**src/rtl/gsm_seq_pkg.sv**
```systemverilog
// Shared types and default sizing for the GSM FIR MAC phase sequencer.
package gsm_seq_pkg;

  localparam int unsigned NPHASE_DFLT   = 4;
  localparam int unsigned PHASE_W_DFLT  = 2;
  localparam int unsigned PIPE_LAT_DFLT = 3;
  localparam int unsigned CNT_W_DFLT    = 16;

  typedef enum logic [0:0] {
    IDLE = 1'b0,
    MAC  = 1'b1
  } seq_state_e;

  // Per-MAC-cycle tags carried alongside the product through the summing tree
  typedef struct packed {
    logic first;
    logic valid;
    logic last;
  } seq_tag_t;

endpackage

```
**src/rtl/gsm_mac_sequencer_if.sv**
```systemverilog
// Strobe-in / MAC-control-out bundle of the sequencer.
// Optional bank_req/bank_sel exist only with GSM_SEQ_BANK_SWITCH_EN defined.
interface gsm_mac_sequencer_if #(
  parameter int unsigned PHASE_W = gsm_seq_pkg::PHASE_W_DFLT,
  parameter int unsigned CNT_W   = gsm_seq_pkg::CNT_W_DFLT
);
  logic               sam_clk_en;
  logic               enable;
  logic               err_clr;
  logic [PHASE_W-1:0] phase;
  logic               mac_valid;
  logic               acc_clr;
  logic               acc_en;
  logic               out_load;
  logic               busy;
  logic               overrun;
  logic [CNT_W-1:0]   frame_cnt;
`ifdef GSM_SEQ_BANK_SWITCH_EN
  logic               bank_req;
  logic               bank_sel;

  modport master (output sam_clk_en, enable, err_clr, bank_req,
                  input  phase, mac_valid, acc_clr, acc_en, out_load, busy, overrun, frame_cnt,
                         bank_sel);
  modport slave  (input  sam_clk_en, enable, err_clr, bank_req,
                  output phase, mac_valid, acc_clr, acc_en, out_load, busy, overrun, frame_cnt,
                         bank_sel);
`else
  modport master (output sam_clk_en, enable, err_clr,
                  input  phase, mac_valid, acc_clr, acc_en, out_load, busy, overrun, frame_cnt);
  modport slave  (input  sam_clk_en, enable, err_clr,
                  output phase, mac_valid, acc_clr, acc_en, out_load, busy, overrun, frame_cnt);
`endif
endinterface

```
**src/rtl/gsm_seq_tag_delay.sv**
```systemverilog
// Tag shift register matching the mult-mux to accumulator pipeline depth.
module gsm_seq_tag_delay
  import gsm_seq_pkg::*;
#(
  parameter int unsigned DEPTH = PIPE_LAT_DFLT
) (
  input  logic     clk,
  input  logic     rst_n,
  input  seq_tag_t tag_i,
  output seq_tag_t tag_o,
  output logic     any_valid_c
);

  seq_tag_t [DEPTH-1:0] pipe_q;

  always_ff @(posedge clk or negedge rst_n) begin
    if (!rst_n) begin
      pipe_q <= '0;
    end else begin
      pipe_q[0] <= tag_i;
      for (int unsigned i = 1; i < DEPTH; i++) begin
        pipe_q[i] <= pipe_q[i-1];
      end
    end
  end

  // first/last imply valid, so valid alone marks an occupied stage
  always_comb begin
    any_valid_c = 1'b0;
    for (int unsigned i = 0; i < DEPTH; i++) begin
      any_valid_c = any_valid_c | pipe_q[i].valid;
    end
  end

  assign tag_o = pipe_q[DEPTH-1];

endmodule

```
**src/rtl/gsm_mac_sequencer.sv**
```systemverilog
// Phase scheduler for the time-shared GSM FIR MAC: phase select, aligned accumulator controls.
// Optional GSM_SEQ_BANK_SWITCH_EN latches bank_req into bank_sel on each accepted start.
module gsm_mac_sequencer
  import gsm_seq_pkg::*;
#(
  parameter int unsigned NPHASE   = NPHASE_DFLT,
  parameter int unsigned PHASE_W  = PHASE_W_DFLT,
  parameter int unsigned PIPE_LAT = PIPE_LAT_DFLT,
  parameter int unsigned CNT_W    = CNT_W_DFLT
) (
  input logic                 sys_clk,
  input logic                 reset_n,
  gsm_mac_sequencer_if.slave  bus
);

  localparam logic [PHASE_W-1:0] PHASE_LAST = PHASE_W'(NPHASE - 1);

  seq_state_e         state_q, state_d;
  logic [PHASE_W-1:0] phase_q, phase_d;
  logic               mac_valid_q, mac_valid_d;
  logic               overrun_q, overrun_d;
  logic [CNT_W-1:0]   frame_cnt_q, frame_cnt_d;
  logic               out_load_q;
  logic               busy_q;
  logic               start_c;
  logic               strobe_c;
  logic               last_phase_c;
  seq_tag_t           tag_c;
  seq_tag_t           tag_dly;
  logic               tag_any_c;

  always_ff @(posedge sys_clk or negedge reset_n) begin
    if (!reset_n) begin
      state_q     <= IDLE;
      phase_q     <= '0;
      mac_valid_q <= 1'b0;
      overrun_q   <= 1'b0;
      frame_cnt_q <= '0;
      out_load_q  <= 1'b0;
      busy_q      <= 1'b0;
    end else begin
      state_q     <= state_d;
      phase_q     <= phase_d;
      mac_valid_q <= mac_valid_d;
      overrun_q   <= overrun_d;
      frame_cnt_q <= frame_cnt_d;
      out_load_q  <= tag_dly.last;
      busy_q      <= mac_valid_q | tag_any_c;
    end
  end

  // Next-state: accept starts in IDLE or on the final phase; mid-frame strobes only flag overrun
  always_comb begin
    state_d      = state_q;
    phase_d      = phase_q;
    overrun_d    = overrun_q;
    frame_cnt_d  = frame_cnt_q;
    start_c      = 1'b0;
    strobe_c     = bus.sam_clk_en & bus.enable;
    last_phase_c = (phase_q == PHASE_LAST);

    if (bus.err_clr) overrun_d = 1'b0;

    case (state_q)
      IDLE: begin
        phase_d = '0;
        if (strobe_c) begin
          start_c = 1'b1;
          state_d = MAC;
        end
      end
      MAC: begin
        if (last_phase_c) begin
          phase_d = '0;
          if (strobe_c) start_c = 1'b1;
          else          state_d = IDLE;
        end else begin
          phase_d = phase_q + PHASE_W'(1);
          if (strobe_c) overrun_d = 1'b1;
        end
      end
      default: begin
        state_d = IDLE;
        phase_d = '0;
      end
    endcase

    if (start_c) frame_cnt_d = frame_cnt_q + CNT_W'(1);
    mac_valid_d = (state_d == MAC);

    tag_c.valid = mac_valid_q;
    tag_c.first = mac_valid_q & (phase_q == '0);
    tag_c.last  = mac_valid_q & last_phase_c;
  end

  gsm_seq_tag_delay #(
    .DEPTH (PIPE_LAT)
  ) u_tag_delay (
    .clk         (sys_clk),
    .rst_n       (reset_n),
    .tag_i       (tag_c),
    .tag_o       (tag_dly),
    .any_valid_c (tag_any_c)
  );

`ifdef GSM_SEQ_BANK_SWITCH_EN
  logic bank_sel_q;

  // Bank only moves on an accepted start so a frame never mixes coefficient sets
  always_ff @(posedge sys_clk or negedge reset_n) begin
    if (!reset_n)     bank_sel_q <= 1'b0;
    else if (start_c) bank_sel_q <= bus.bank_req;
  end

  assign bus.bank_sel = bank_sel_q;
`endif

  assign bus.phase     = phase_q;
  assign bus.mac_valid = mac_valid_q;
  assign bus.acc_clr   = tag_dly.first;
  assign bus.acc_en    = tag_dly.valid & ~tag_dly.first;
  assign bus.out_load  = out_load_q;
  assign bus.busy      = busy_q;
  assign bus.overrun   = overrun_q;
  assign bus.frame_cnt = frame_cnt_q;

endmodule

```
**src/flat_wrapper.sv**
```systemverilog
// flat-port wrapper written by rule: the top's interface ports become plain ports
module gsm_mac_sequencer_flat import gsm_seq_pkg::*;
#(
  parameter int unsigned NPHASE   = NPHASE_DFLT,
  parameter int unsigned PHASE_W  = PHASE_W_DFLT,
  parameter int unsigned PIPE_LAT = PIPE_LAT_DFLT,
  parameter int unsigned CNT_W    = CNT_W_DFLT
)
  (sys_clk, reset_n, bus_sam_clk_en, bus_enable, bus_err_clr, bus_phase, bus_mac_valid, bus_acc_clr, bus_acc_en, bus_out_load, bus_busy, bus_overrun, bus_frame_cnt);
  gsm_mac_sequencer_if #(.PHASE_W(PHASE_W), .CNT_W(CNT_W)) bus_i ();
  input logic sys_clk;
  input logic reset_n;
  input wire logic [$bits(bus_i.sam_clk_en)-1:0] bus_sam_clk_en;
  input wire logic [$bits(bus_i.enable)-1:0] bus_enable;
  input wire logic [$bits(bus_i.err_clr)-1:0] bus_err_clr;
  output wire logic [$bits(bus_i.phase)-1:0] bus_phase;
  output wire logic [$bits(bus_i.mac_valid)-1:0] bus_mac_valid;
  output wire logic [$bits(bus_i.acc_clr)-1:0] bus_acc_clr;
  output wire logic [$bits(bus_i.acc_en)-1:0] bus_acc_en;
  output wire logic [$bits(bus_i.out_load)-1:0] bus_out_load;
  output wire logic [$bits(bus_i.busy)-1:0] bus_busy;
  output wire logic [$bits(bus_i.overrun)-1:0] bus_overrun;
  output wire logic [$bits(bus_i.frame_cnt)-1:0] bus_frame_cnt;
  assign bus_i.sam_clk_en = bus_sam_clk_en;
  assign bus_i.enable = bus_enable;
  assign bus_i.err_clr = bus_err_clr;
  assign bus_phase = bus_i.phase;
  assign bus_mac_valid = bus_i.mac_valid;
  assign bus_acc_clr = bus_i.acc_clr;
  assign bus_acc_en = bus_i.acc_en;
  assign bus_out_load = bus_i.out_load;
  assign bus_busy = bus_i.busy;
  assign bus_overrun = bus_i.overrun;
  assign bus_frame_cnt = bus_i.frame_cnt;
  gsm_mac_sequencer #(.NPHASE(NPHASE), .PHASE_W(PHASE_W), .PIPE_LAT(PIPE_LAT), .CNT_W(CNT_W)) u_core (.sys_clk(sys_clk), .reset_n(reset_n), .bus(bus_i));
endmodule
```
**config.mk**
```make
export PLATFORM = sky130hd
export DESIGN_NAME = gsm_mac_sequencer_flat
export DESIGN_NICKNAME = d
export VERILOG_FILES = /design/src/rtl/gsm_seq_pkg.sv /design/src/rtl/gsm_mac_sequencer_if.sv /design/src/rtl/gsm_seq_tag_delay.sv /design/src/rtl/gsm_mac_sequencer.sv /design/src/flat_wrapper.sv
export SDC_FILE = /design/constraint.sdc
export NUM_CORES = 1
export LEC_CHECK = 0
export ABC_AREA = 1
export CAP_MARGIN = 30
export CORE_UTILIZATION = 49
export CTS_CLUSTER_SIZE = 25
export DETAILED_ROUTE_END_ITERATION = 7
export GPL_TIMING_DRIVEN = 0
export HOLD_SLACK_MARGIN = 0.05
export PLACE_DENSITY = 0.77
export SLEW_MARGIN = 30
export SYNTH_ARGS = -nofsm -noshare
export SYNTH_HDL_FRONTEND = slang
export SYNTH_SLANG_ARGS = --single-unit
```
**constraint.sdc**
```tcl
create_clock -name sys_clk -period 1.5 [get_ports sys_clk]
set_input_delay 0.225 -clock sys_clk [delete_from_list [all_inputs] [get_ports sys_clk]]
set_output_delay 0.225 -clock sys_clk [all_outputs]
set_load 0.01 [all_outputs]
```
# Word level (Yosys, flattened, before mapping)
# Cells that the tools add are included.
# W data, S select, Z words.
# totals
reg_bits	31
output_inout_bits	24
# op_classes
reduce_logical	1
eq_ne	1
n_mux	11
n_bitwise	9
addsub	2
# ops
op	n
$add A16 B1 Y16 const B	1
$mux W1	7
$and A1 B1 Y1	4
$pmux W1 S2	2
$pmux W2 S2	1
$or A1 B1 Y1	3
$add A2 B1 Y2 const B	1
$eq A2 B2 Y1 const B	1
$logic_not A2 Y1	1
$mux W2	1
$not A1 Y1	2

# Depth between registers and ports, before layout
# Gate-level depths: netlist of run 1.
# logic_depth
depth_word	4
ltp_mapped	9

# Hierarchy
# From an unflattened synthesis of run 1, not the netlist that was laid out.
# unflattened
cells_unflattened	148
area_unflattened_um2	1400.1
# by_module_without_submodules
mod	n_inst	cells_per_inst	area_each_um2	seq_area_each_um2
gsm_mac_sequencer	1	133	1141.1	550.5
gsm_seq_tag_delay	1	15	259.0	225.2

# Least setup slack after synthesis of run 1
# Ideal clock, no wire load.
# synth_path
path_kind	register to register
from	reg u_core.phase_q[0] (netlist: u_core.bus.phase[0])
to	reg u_core.frame_cnt_q[3] (netlist: u_core.bus.frame_cnt[3])
setup_time_ns	0.130
slack_ns	0.178
path_stages_with_launch	8
required_ns	1.370
synth_period_minus_slack_ns	1.322
n_path_buf	1
arrival_ns	1.193
path_cell_list	dfrtp_1 ha_1 inv_1 nand2_4 nand2_4 nor2_4 buf_6 xor2_1
# synth_between
elab_chain_len	3
# synth_lines
item	line_no	source
from (decl)	gsm_mac_sequencer.sv:19	logic [PHASE_W-1:0] phase_q, phase_d;
from (signal assigned)	gsm_mac_sequencer.sv:43	phase_q <= phase_d;
$eq A2 B2 Y1	gsm_mac_sequencer.sv:60	last_phase_c = (phase_q == PHASE_LAST);
$mux W1	gsm_mac_sequencer.sv:73	if (last_phase_c) begin
$pmux W1 S2	gsm_mac_sequencer.sv:64	case (state_q)
to (signal assigned)	gsm_mac_sequencer.sv:46	frame_cnt_q <= frame_cnt_d;
to (decl)	gsm_mac_sequencer.sv:22	logic [CNT_W-1:0] frame_cnt_q, frame_cnt_d;
# Every way passes these cells.
# A chain may end at the register's enable or synchronous reset.

# Final worst setup path of run 1
# layout_path
from	reg u_core.frame_cnt_q[11] (netlist: u_core.bus.frame_cnt[11])
to	out bus_frame_cnt[11]
# layout_lines
item	line_no	source
to (decl)	flat_wrapper.sv:23	output wire logic [$bits(bus_i.frame_cnt)-1:0] bus_frame_cnt;
# No word-level cell between the ends.

==> impl_metrics.py, run 1 <==
metrics = {
    "outcome": {
        "outcome": "finished clean",
    },
    "power_and_ir_drop": {
        "cellLeakagePower_uw": 0.00117,
        "p_int_uw": 1960,
        "pwr-share-comb_pct": 28.8,
        "vdd_drop_max_uv": 1300,
        "swShare_pct": 29.2,
        "power.switching_uw": 808,
        "pwr-share-seq_pct": 42.3,
        "p_total_uw": 2760,
        "pwr-share-clk_pct": 29.0,
        "pwr_density_cell_mw_per_mm2": 1400,
    },
    "drt": {
        "viasPerCell": 4.89,
        "drt-initial-drc-count": 15,
        "ant_nets": 0,
        "num_vias": 1150,
        "wire_per_inst_um": 11.9,
        "wl_um": 2790,
        "firstDrtPassIters": 4,
        "drcViolationCount": 0,
    },
    "global_route": {
        "grt-ovfl-total": 0,
        "grt_pass1_wl_um": 4280,
        "antenna_found_initial": 0,
        "grt_usage_pct": 21.2,
        "grt_pass1_vias": 1048,
        "grt_max_degree": 32,
    },
    "place": {
        "postPlaceCellArea_sq_mm": 0.00170,
        "finalWeightedCongestion": 0.747,
        "hpwl_um": 1660,
        "port_buffers": 28,
        "place_inst": 209,
    },
    "layout": {
        "multiInputGateArea_sq_um": 517,
        "finalNonFillerCells": 235,
        "antennaDiodeCount": 0,
        "seq_area_sq_um": 777,
        "area_growth_syn_to_layout_pct": 42.9,
        "fillers": 182,
        "fin_util_pct": 77.1,
        "drive_gt1_share_pct": 18.5,
        "fin_nets": 212,
        "final_area_sq_mm": 0.00198,
    },
    "critical_path": {
        "cp_top_family": "buffers and inverters",
        "crit_path_start": "u_core.bus.frame_cnt[11]",
        "path_buf_inv": 1,
        "critPathKind": "flip-flop to output pin",
        "slowest_delay_ns": 0.54,
        "crit_slowest_cell": "clkdlybuf4s50_1",
        "cp_cell_sequence": "clkdlybuf4s50_1",
        "cp-end-kind": "output pin",
        "worstPathArrival_ns": 1.22,
        "worst_ep_required_time_ns": 1.27,
        "reg2reg_from": "u_core.bus.phase[0]",
        "crit_fanout": 2,
        "cp-start-kind": "flip-flop",
    },
    "clock_tree": {
        "htree_num_levels": 2,
        "clkLatencyLatePin_ns": 0.32,
        "numCtsBuffers": 5,
        "clock-root-buffer": "clkbuf_4",
        "cts_sinks": 31,
        "clkSlewWorstSetupHoldPaths_ns": 0.10,
        "clockBufferDepth": 2,
        "cts_tree": "built",
    },
    "logic_synthesis": {
        "syn_inst": 151,
        "yosys-top-cells-area": "dfrtp_1, nand2_1, inv_1",
        "yosys_warnings": 0,
        "ys_seq_elements": 31,
        "synth-seq-area-share_pct": 56.0,
        "synth_largest_area_cell": "dfrtp_1",
        "syn_area_sq_mm": 0.00139,
        "syn_avg_cell_area_sq_um": 9.17,
        "synth_cell_types": 18,
        "synth_top_area_share_pct": 56.0,
        "synth_fp_nets": 159,
    },
    "die": {
        "initial_core_util_pct": 53.9,
        "dieHeight_um": 55.2,
        "pin_count": 29,
        "rows": 18,
        "die_area_sq_mm": 0.00304,
        "coreArea_sq_mm": 0.00257,
        "die_w_um": 55.2,
    },
    "timing": {
        "fmax_mhz": 690,
        "relSlewSlack_pct": 56.0,
        "slew_viol_final": 0,
        "worst-slew-pin-transition_ns": 0.660,
        "min_period_ns": 1.45,
        "finalSetupViolations": 0,
        "period_share_pct": 96.6,
        "grt_setup_unrepaired": "no",
        "hold_violations": 0,
        "fin_skew_ns": 0.00970,
    },
    "min_path": {
        "hold_path.class": "flip-flop to flip-flop",
        "hold_start": "u_core.u_tag_delay.tag_o[0]",
    },
    "job": {
        "cap_viol_max_count": 0,
    },
}
[stage by stage]
step                      worst slack, ns  TNS, ns  hold WS (ns)
after CTS                         0.00591        0         0.357
final                              0.0505        0         0.356
after detailed placement          -0.0251  -0.0899         0.298
after floorplan                     0.178        0       -0.0706
after global routing            0.0000129        0         0.364
after global placement             -0.313    -9.68         0.331
[timing repair]
action,in CTS,in global routing
hold endpoints to repair,31,0
pin swaps,0,1
cloned,0,1
setup buffers,13,3
resized for setup,5,17
setup endpoints to repair,17,20
hold buffers,1,0
[synth_stat cells, drive strengths merged]
| cell | instances |
|---|---|
| o21a | 1 |
| nand2 | 51 |
| nand3 | 7 |
| nand4 | 4 |
| nand3b | 4 |
| nor2 | 16 |
| clkinv | 1 |
| xor2 | 5 |
| dfrtp | 31 |
| ha | 3 |
| buf | 1 |
| o22ai | 1 |
| inv | 25 |
| xnor2 | 1 |
[registers in the layout (all words and copies together), names as in the netlist]
name,cells
u_core.bus.phase,2
u_core.u_tag_delay.pipe_q,6
u_core.bus.overrun,1
u_core.bus.out_load,1
u_core.u_tag_delay.tag_o,3
u_core.bus.frame_cnt,16
u_core.state_q,1
u_core.bus.busy,1
[final timing paths]
| kind | cells after the start | to | slack [ns] |
|---|---|---|---|
| hold / removal | 0 | u_core.bus.out_load | 0.36 |
| max in group asynchronous | 2 | u_core.state_q | 0.57 |
| setup / recovery | 1 | bus_frame_cnt[11] | 0.05 |
| setup reg to reg | 9 | u_core.bus.frame_cnt[15] | 0.11 |
| min in group asynchronous | 2 | u_core.bus.frame_cnt[3] | 0.47 |
| hold reg to reg | 0 | u_core.bus.out_load | 0.36 |
[layer usage]
| layer | routed length, um | vias up | global-route usage [%] |
|---|---|---|---|
| met3 | 126 | 6 | 7.92 |
| met2 | 1390 | 29 | 35.5 |
| met5 | 0 | - | 0 |
| met4 | 66 | 0 | 11.3 |
| met1 | 1200 | 554 | 23.1 |
| li1 | - | 561 | - |
[cell usage in the layout, fill, tap and decap left out, drive strengths merged]
cell type	count
clkbuf	6
dlymetal6s2s	13
nand3	7
dfrtp	31
inv	25
buf	19
xor2	5
xnor2	1
ha	3
dlygate4sd3	1
o22ai	1
o21a	1
nor2	16
nand4	4
clkdlybuf4s50	10
nand2	51
nand3b	4
bufinv	2
clkinv	1
dlygate4sd2	4
[final cells by class]
type | count | area share (%)
Buffer | 1 | 0.569
Timing Repair Buffer | 46 | 22.1
Multi-Input combinational cell | 93 | 26.1
Inverter | 26 | 4.93
Clock buffer | 6 | 2.09
Tap cell | 30 | 1.90
Clock inverter | 2 | 3.03
Sequential cell | 31 | 39.3
[kinds of logic after synthesis]
kind of cell	synth area share (%)
AND/OR/NAND/NOR	28.1
flip-flops	56.0
buffers and inverters	7.86
XOR/XNOR	4.34
adder cells (fa/ha/maj)	2.71
AO/OA/AOI/OAI	0.994
[power by group through the flow]
stage	Clock [uW]	Sequential (uW)	Combinational, uW
global route	848	1190	867
detailed placement	0	1220	680
floorplan	0	1250	269
finish	800	1170	795
global placement	0	1210	650
CTS	811	1170	768
Power figures use the tool's default switching activity.
==> inputs of run 2 (changes only) <==
CELL_PAD_IN_SITES_DETAIL_PLACEMENT = 0   (was unset)
CELL_PAD_IN_SITES_GLOBAL_PLACEMENT = 1   (was unset)
CORE_UTILIZATION = 37   (was 49)
CTS_CLUSTER_DIAMETER = 40   (was unset)
PLACE_DENSITY = unset   (was 0.77)
PLACE_DENSITY_LB_ADDON = 0.1   (was unset)
==> run 2 against run 1 <==
Effect of this change:
- critical path depth unchanged
- critical path type unchanged
- die area increased by 31%
- count of clock-buffer cells in the layout unchanged
- clock power decreased by 21%
- largest power group unchanged
- worst hold slack got worse by 0.0083 ns
- largest cell class unchanged
- sequential share of layout area increased by 1.2 points
- non-clock buffer count decreased by 7
- setup slack improved by 0.0099 ns
- first-iteration DRC count increased by 110%
==> impl_metrics.py, run 2 (synthesized netlist as in run 1, its figures left out) <==
metrics = {
    "timing": {
        "min_period_ns": 1.44,
        "slew_viol_final": 0,
        "fin_ws_ns": 0.0604,
        "fin_setup_tns_ns": 0,
        "fin_skew_ns": 0.00715,
        "worst-slew-pin-transition_ns": 0.267,
        "relSlewSlack_pct": 82.2,
        "hold_violations": 0,
        "grt_setup_unrepaired": "yes",
        "period_share_pct": 96.0,
        "finalSetupViolations": 0,
        "fmax_mhz": 695,
    },
    "critical_path": {
        "cp-endpoint": "bus_frame_cnt[11]",
        "r2r_setup_slack_ns": 0.14,
        "cp_cell_sequence": "clkdlybuf4s50_1",
        "cp-end-kind": "output pin",
        "crit_fanout": 4,
        "worst_ep_required_time_ns": 1.27,
        "reg2reg_from": "u_core.bus.phase[0]",
        "path_buf_inv": 1,
        "cp-start-kind": "flip-flop",
        "slowest_delay_ns": 0.55,
        "r2r-end": "u_core.bus.frame_cnt[7]",
        "worstPathArrival_ns": 1.21,
        "critPathKind": "flip-flop to output pin",
        "cp.depth": 1,
        "crit_path_start": "u_core.bus.frame_cnt[11]",
        "crit_slowest_cell": "clkdlybuf4s50_1",
        "r2r_cells": 8,
        "cp_top_family": "buffers and inverters",
    },
    "drt": {
        "drt-initial-drc-count": 31,
        "drcViolationCount": 0,
        "ant_nets": 0,
        "firstDrtPassIters": 2,
        "wl_um": 2600,
        "num_vias": 1085,
        "viasPerCell": 4.45,
        "wire_per_inst_um": 10.7,
    },
    "die": {
        "initial_core_util_pct": 39.9,
        "coreArea_sq_mm": 0.00347,
        "pin_count": 29,
        "die_w_um": 63.2,
        "dieHeight_um": 63.2,
        "die_area_sq_mm": 0.00399,
        "rows": 21,
    },
    "power_and_ir_drop": {
        "p_total_uw": 2530,
        "pwr_density_cell_mw_per_mm2": 1320,
        "cellLeakagePower_uw": 0.00101,
        "vdd_drop_max_uv": 767,
    },
    "outcome": {
        "outcome": "finished clean",
    },
    "job": {
        "cap_viol_max_count": 0,
    },
    "clock_tree": {
        "numCtsBuffers": 5,
        "clockBufferDepth": 2,
        "clock-root-buffer": "clkbuf_8",
        "htree_num_levels": 2,
        "clkLatencyLatePin_ns": 0.28,
        "cts_sinks": 31,
        "clkSlewWorstSetupHoldPaths_ns": 0.07,
        "cts_tree": "built",
    },
    "place": {
        "hpwl_um": 1810,
        "post-place-ws_ns": -0.0560,
        "port_buffers": 28,
        "place_inst": 226,
        "finalWeightedCongestion": 0.709,
    },
    "layout": {
        "finalNonFillerCells": 244,
        "fin_util_pct": 55.4,
        "area_growth_syn_to_layout_pct": 38.8,
        "final_cell_mix": "nand2_1, dfrtp_1, inv_1, clkdlybuf4s50_1, nor2_1",
        "largest_register_ffs": 16,
        "final_common_cell": "nand2_1",
        "fin_nets": 205,
        "drive_gt1_share_pct": 15.2,
        "antennaDiodeCount": 0,
    },
    "global_route": {
        "grt_pass1_vias": 1053,
        "grt_usage_pct": 15.1,
        "antenna_found_initial": 0,
        "grt_max_degree": 23,
        "grt_pass1_wl_um": 4560,
        "grt-ovfl-total": 0,
    },
    "min_path": {
        "hold_path.class": "input port to async pin",
    },
}
-- run 2: changes by cell type in the layout (fill, tap and decap cells not counted), moves of 2 or more --
| cell | previous run | this run |
|---|---|---|
| clkbuf_8 | 0 | 5 |
| clkdlybuf4s50_1 | 10 | 18 |
| buf_4 | 16 | 9 |
| clkbuf_4 | 5 | 0 |
| dlymetal6s2s_1 | 13 | 5 |
| bufinv_16 | 2 | 0 |
-- run 2: where the power goes --
| group | switching [uW] | internal [uW] |
|---|---|---|
| clock | 307 | 323 |
| combinational | 354 | 368 |
| sequential | 135 | 1050 |
| total | 796 | 1740 |
-- run 2: metal layers --
layer | wire length [um] | GRT usage, % | vias up
met3 | 134 | 5.43 | 7
met1 | 1210 | 18.2 | 506
met5 | 0 | 0 | -
met2 | 1200 | 23.5 | 26
li1 | - | - | 546
met4 | 63 | 7.67 | 0
-- run 2: worst min-delay path by stage --
stage                                            start  slack (ns)                      endpoint
after global placement    u_core.u_tag_delay.pipe_q[5]        0.33   u_core.u_tag_delay.tag_o[2]
after CTS                                      reset_n        0.35  u_core.u_tag_delay.pipe_q[4]
after global routing       u_core.u_tag_delay.tag_o[0]        0.35           u_core.bus.out_load
final                                          reset_n        0.35  u_core.u_tag_delay.pipe_q[4]
after floorplan                                reset_n       -0.07               u_core.bus.busy
after detailed placement                       reset_n        0.12               u_core.bus.busy
-- run 2: worst reg2reg max path: stages (launching register included) --
cell	delay, ns
dfrtp_1	0.38
ha_1	0.18
inv_1	0.07
nand2_4	0.09
nand2_4	0.09
nor2_4	0.10
buf_6	0.15
nand2_4	0.05
xor2_2	0.14
-- run 2: layout make-up --
class / instances / area [sq um]
Clock inverter: 2 / 12.5
Tap cell: 46 / 57.6
Timing Repair Buffer: 39 / 388
Buffer: 1 / 11.3
Sequential cell: 31 / 778
Multi-Input combinational cell: 93 / 505
Clock buffer: 6 / 72.6
Inverter: 26 / 97.6
Fill cell: 331 / 1550
-- run 2: stage by stage --
| stage | instance area [sq um] | hold WS, ns |
|---|---|---|
| 6_report | 1920 | 0.348 |
| 4_1_cts | 1860 | 0.349 |
| 5_1_grt | 1920 | 0.355 |
| 3_3_place_gp | 1720 | 0.331 |
| 2_1_floorplan | 1390 | -0.0706 |
| 3_5_place_dp | 1750 | 0.116 |
-- run 2: what timing repair did --
action / 4_1_cts / 5_1_grt
hold buffers: 1 / 0
gates resized for setup: 6 / 6
pin swaps: 0 / 1
setup buffers: 3 / 6
hold endpoints to repair: 9 / 0
setup endpoints to repair: 7 / 11
==> inputs of run 3 (changes only) <==
CORE_ASPECT_RATIO = 1.25   (was unset)
==> run 3 against run 2 <==
Effect of this change:
- count of clock-buffer cells in the layout is the same
- wire length down 0.12%
- register-to-register slack worse by 0.04 ns
- sequential share of layout area shrank 0.81 points
- critical endpoint is now bus_phase[1]
- first-iteration DRC count is 39% higher
- cell area increased by 1.9%
- clock power grew 34%
- sequential cell count did not move
- die area about the same
- power is 9.4% higher
- clock skew down 0.0056 ns
- setup slack worse by 0.012 ns
==> impl_metrics.py, run 3 (synthesized netlist as in run 1, its figures left out) <==
metrics = {
    "outcome": {
        "outcome": "finished clean",
    },
    "critical_path": {
        "cp-end-kind": "output pin",
        "cp.depth": 1,
        "path_buf_inv": 1,
        "critPathKind": "flip-flop to output pin",
        "crit_fanout": 3,
        "r2r-end": "u_core.bus.frame_cnt[7]",
        "cp_cell_sequence": "clkdlybuf4s50_1",
        "slowest_delay_ns": 0.56,
        "r2r_setup_slack_ns": 0.10,
        "crit_slowest_cell": "clkdlybuf4s50_1",
        "cp-start-kind": "flip-flop",
        "worst_ep_required_time_ns": 1.27,
        "reg2reg_from": "u_core.bus.phase[1]",
        "cp-endpoint": "bus_phase[1]",
        "worstPathArrival_ns": 1.23,
        "r2r_cells": 8,
        "crit_path_start": "u_core.bus.phase[1]",
        "cp_top_family": "buffers and inverters",
    },
    "layout": {
        "drive_gt1_share_pct": 16.5,
        "fillers": 336,
        "final_cell_mix": "nand2_1, dfrtp_1, inv_1, clkdlybuf4s50_1, nor2_1",
        "finalNonFillerCells": 239,
        "multiInputGateArea_sq_um": 508,
        "antennaDiodeCount": 0,
        "seq_area_sq_um": 777,
        "area_growth_syn_to_layout_pct": 41.5,
        "fin_nets": 207,
        "largest_register_ffs": 16,
        "final_common_cell": "nand2_1",
    },
    "timing": {
        "relSlewSlack_pct": 82.4,
        "hold_violations": 0,
        "finalSetupViolations": 0,
        "fmax_mhz": 689,
        "worst-slew-pin-transition_ns": 0.263,
        "fin_skew_ns": 0.00151,
        "period_share_pct": 96.8,
        "slew_viol_final": 0,
        "min_period_ns": 1.45,
        "whs_ns": 0.352,
    },
    "global_route": {
        "grt_pass1_vias": 1021,
        "grt-ovfl-total": 0,
        "grt_usage_pct": 15.3,
        "grt_max_degree": 23,
        "antenna_found_initial": 0,
        "grt_pass1_wl_um": 4520,
    },
    "drt": {
        "wire_per_inst_um": 10.9,
        "drt-initial-drc-count": 43,
        "wl_um": 2600,
        "wl_met1_um": 1150,
        "drcViolationCount": 0,
        "viasPerCell": 4.54,
        "ant_nets": 0,
        "wl_met2_um": 1260,
        "wl_met3_um": 117,
        "firstDrtPassIters": 4,
        "dr.max_layer_used": "met4",
        "num_vias": 1086,
    },
    "clock_tree": {
        "clkLatencyLatePin_ns": 0.28,
        "cts_sinks": 31,
        "clock-root-buffer": "clkbuf_8",
        "clkSlewWorstSetupHoldPaths_ns": 0.06,
        "numCtsBuffers": 5,
        "clockBufferDepth": 2,
        "cts_tree": "built",
        "htree_num_levels": 2,
    },
    "place": {
        "port_buffers": 28,
        "finalWeightedCongestion": 0.750,
        "place_inst": 219,
        "hpwl_um": 1820,
    },
    "die": {
        "pin_count": 29,
        "die_area_sq_mm": 0.00399,
        "coreArea_sq_mm": 0.00354,
        "die_w_um": 56.7,
        "initial_core_util_pct": 39.1,
        "rows": 24,
        "dieHeight_um": 70.4,
    },
    "power_and_ir_drop": {
        "cellLeakagePower_uw": 0.00103,
        "p_total_uw": 2770,
        "pwr_density_cell_mw_per_mm2": 1410,
        "vdd_drop_max_uv": 831,
    },
    "min_path": {
        "hold_path.class": "input port to async pin",
    },
    "job": {
        "cap_viol_max_count": 0,
    },
}
==> run 3: metrics by stage <==
step,setup slack (ns),cell area (sq um),TNS (ns),util (%)
5_1_grt,-0.00548,1960,-0.0107,55.3
3_3_place_gp,-0.395,1710,-12.24,48.4
2_1_floorplan,0.178,1390,0,-
3_5_place_dp,-0.0259,1740,-0.0974,49.0
4_1_cts,0.0106,1900,0,53.6
6_report,0.0483,1960,0,55.3
==> run 3: power breakdown <==
part / internal (uW) / total, uW / leakage, uW / switching [uW]
combinational: 394 / 742 / 0.000586 / 348
sequential: 1040 / 1190 / 0.000387 / 142
clock: 537 / 842 / 0.0000612 / 305
==> run 3: layout make-up <==
class	count	share of cell area, %
Sequential cell	31	39.7
Multi-Input combinational cell	93	25.9
Timing Repair Buffer	41	20.4
Inverter	26	4.98
Clock buffer	6	4.21
Tap cell	39	2.49
Clock inverter	2	1.79
Buffer	1	0.575
==> run 3: worst min path at each step <==
stage / startpoint / end / cells after the start
global route: reset_n / u_core.bus.out_load / 2
finish: reset_n / u_core.bus.out_load / 2
floorplan: reset_n / u_core.bus.busy / 0
CTS: reset_n / u_core.bus.out_load / 2
detailed placement: reset_n / u_core.bus.out_load / 1
global placement: u_core.u_tag_delay.tag_o[0] / u_core.bus.out_load / 0
==> run 3: routing by layer <==
metal,GRT usage [%],up-vias
met5,0,-
li1,-,546
met1,18.1,510
met4,9.17,0
met2,23.8,24
met3,5.00,6
==> run 3: what timing repair did <==
action                                 in CTS  in global routing
buffers inserted                            5                  6
pin swaps                                   0                  1
setup endpoints to repair                   8                 12
hold buffers                                1                  0
endpoints found under the hold margin       9                  0
gates resized for setup                     4                  5
cloned                                      0                  0
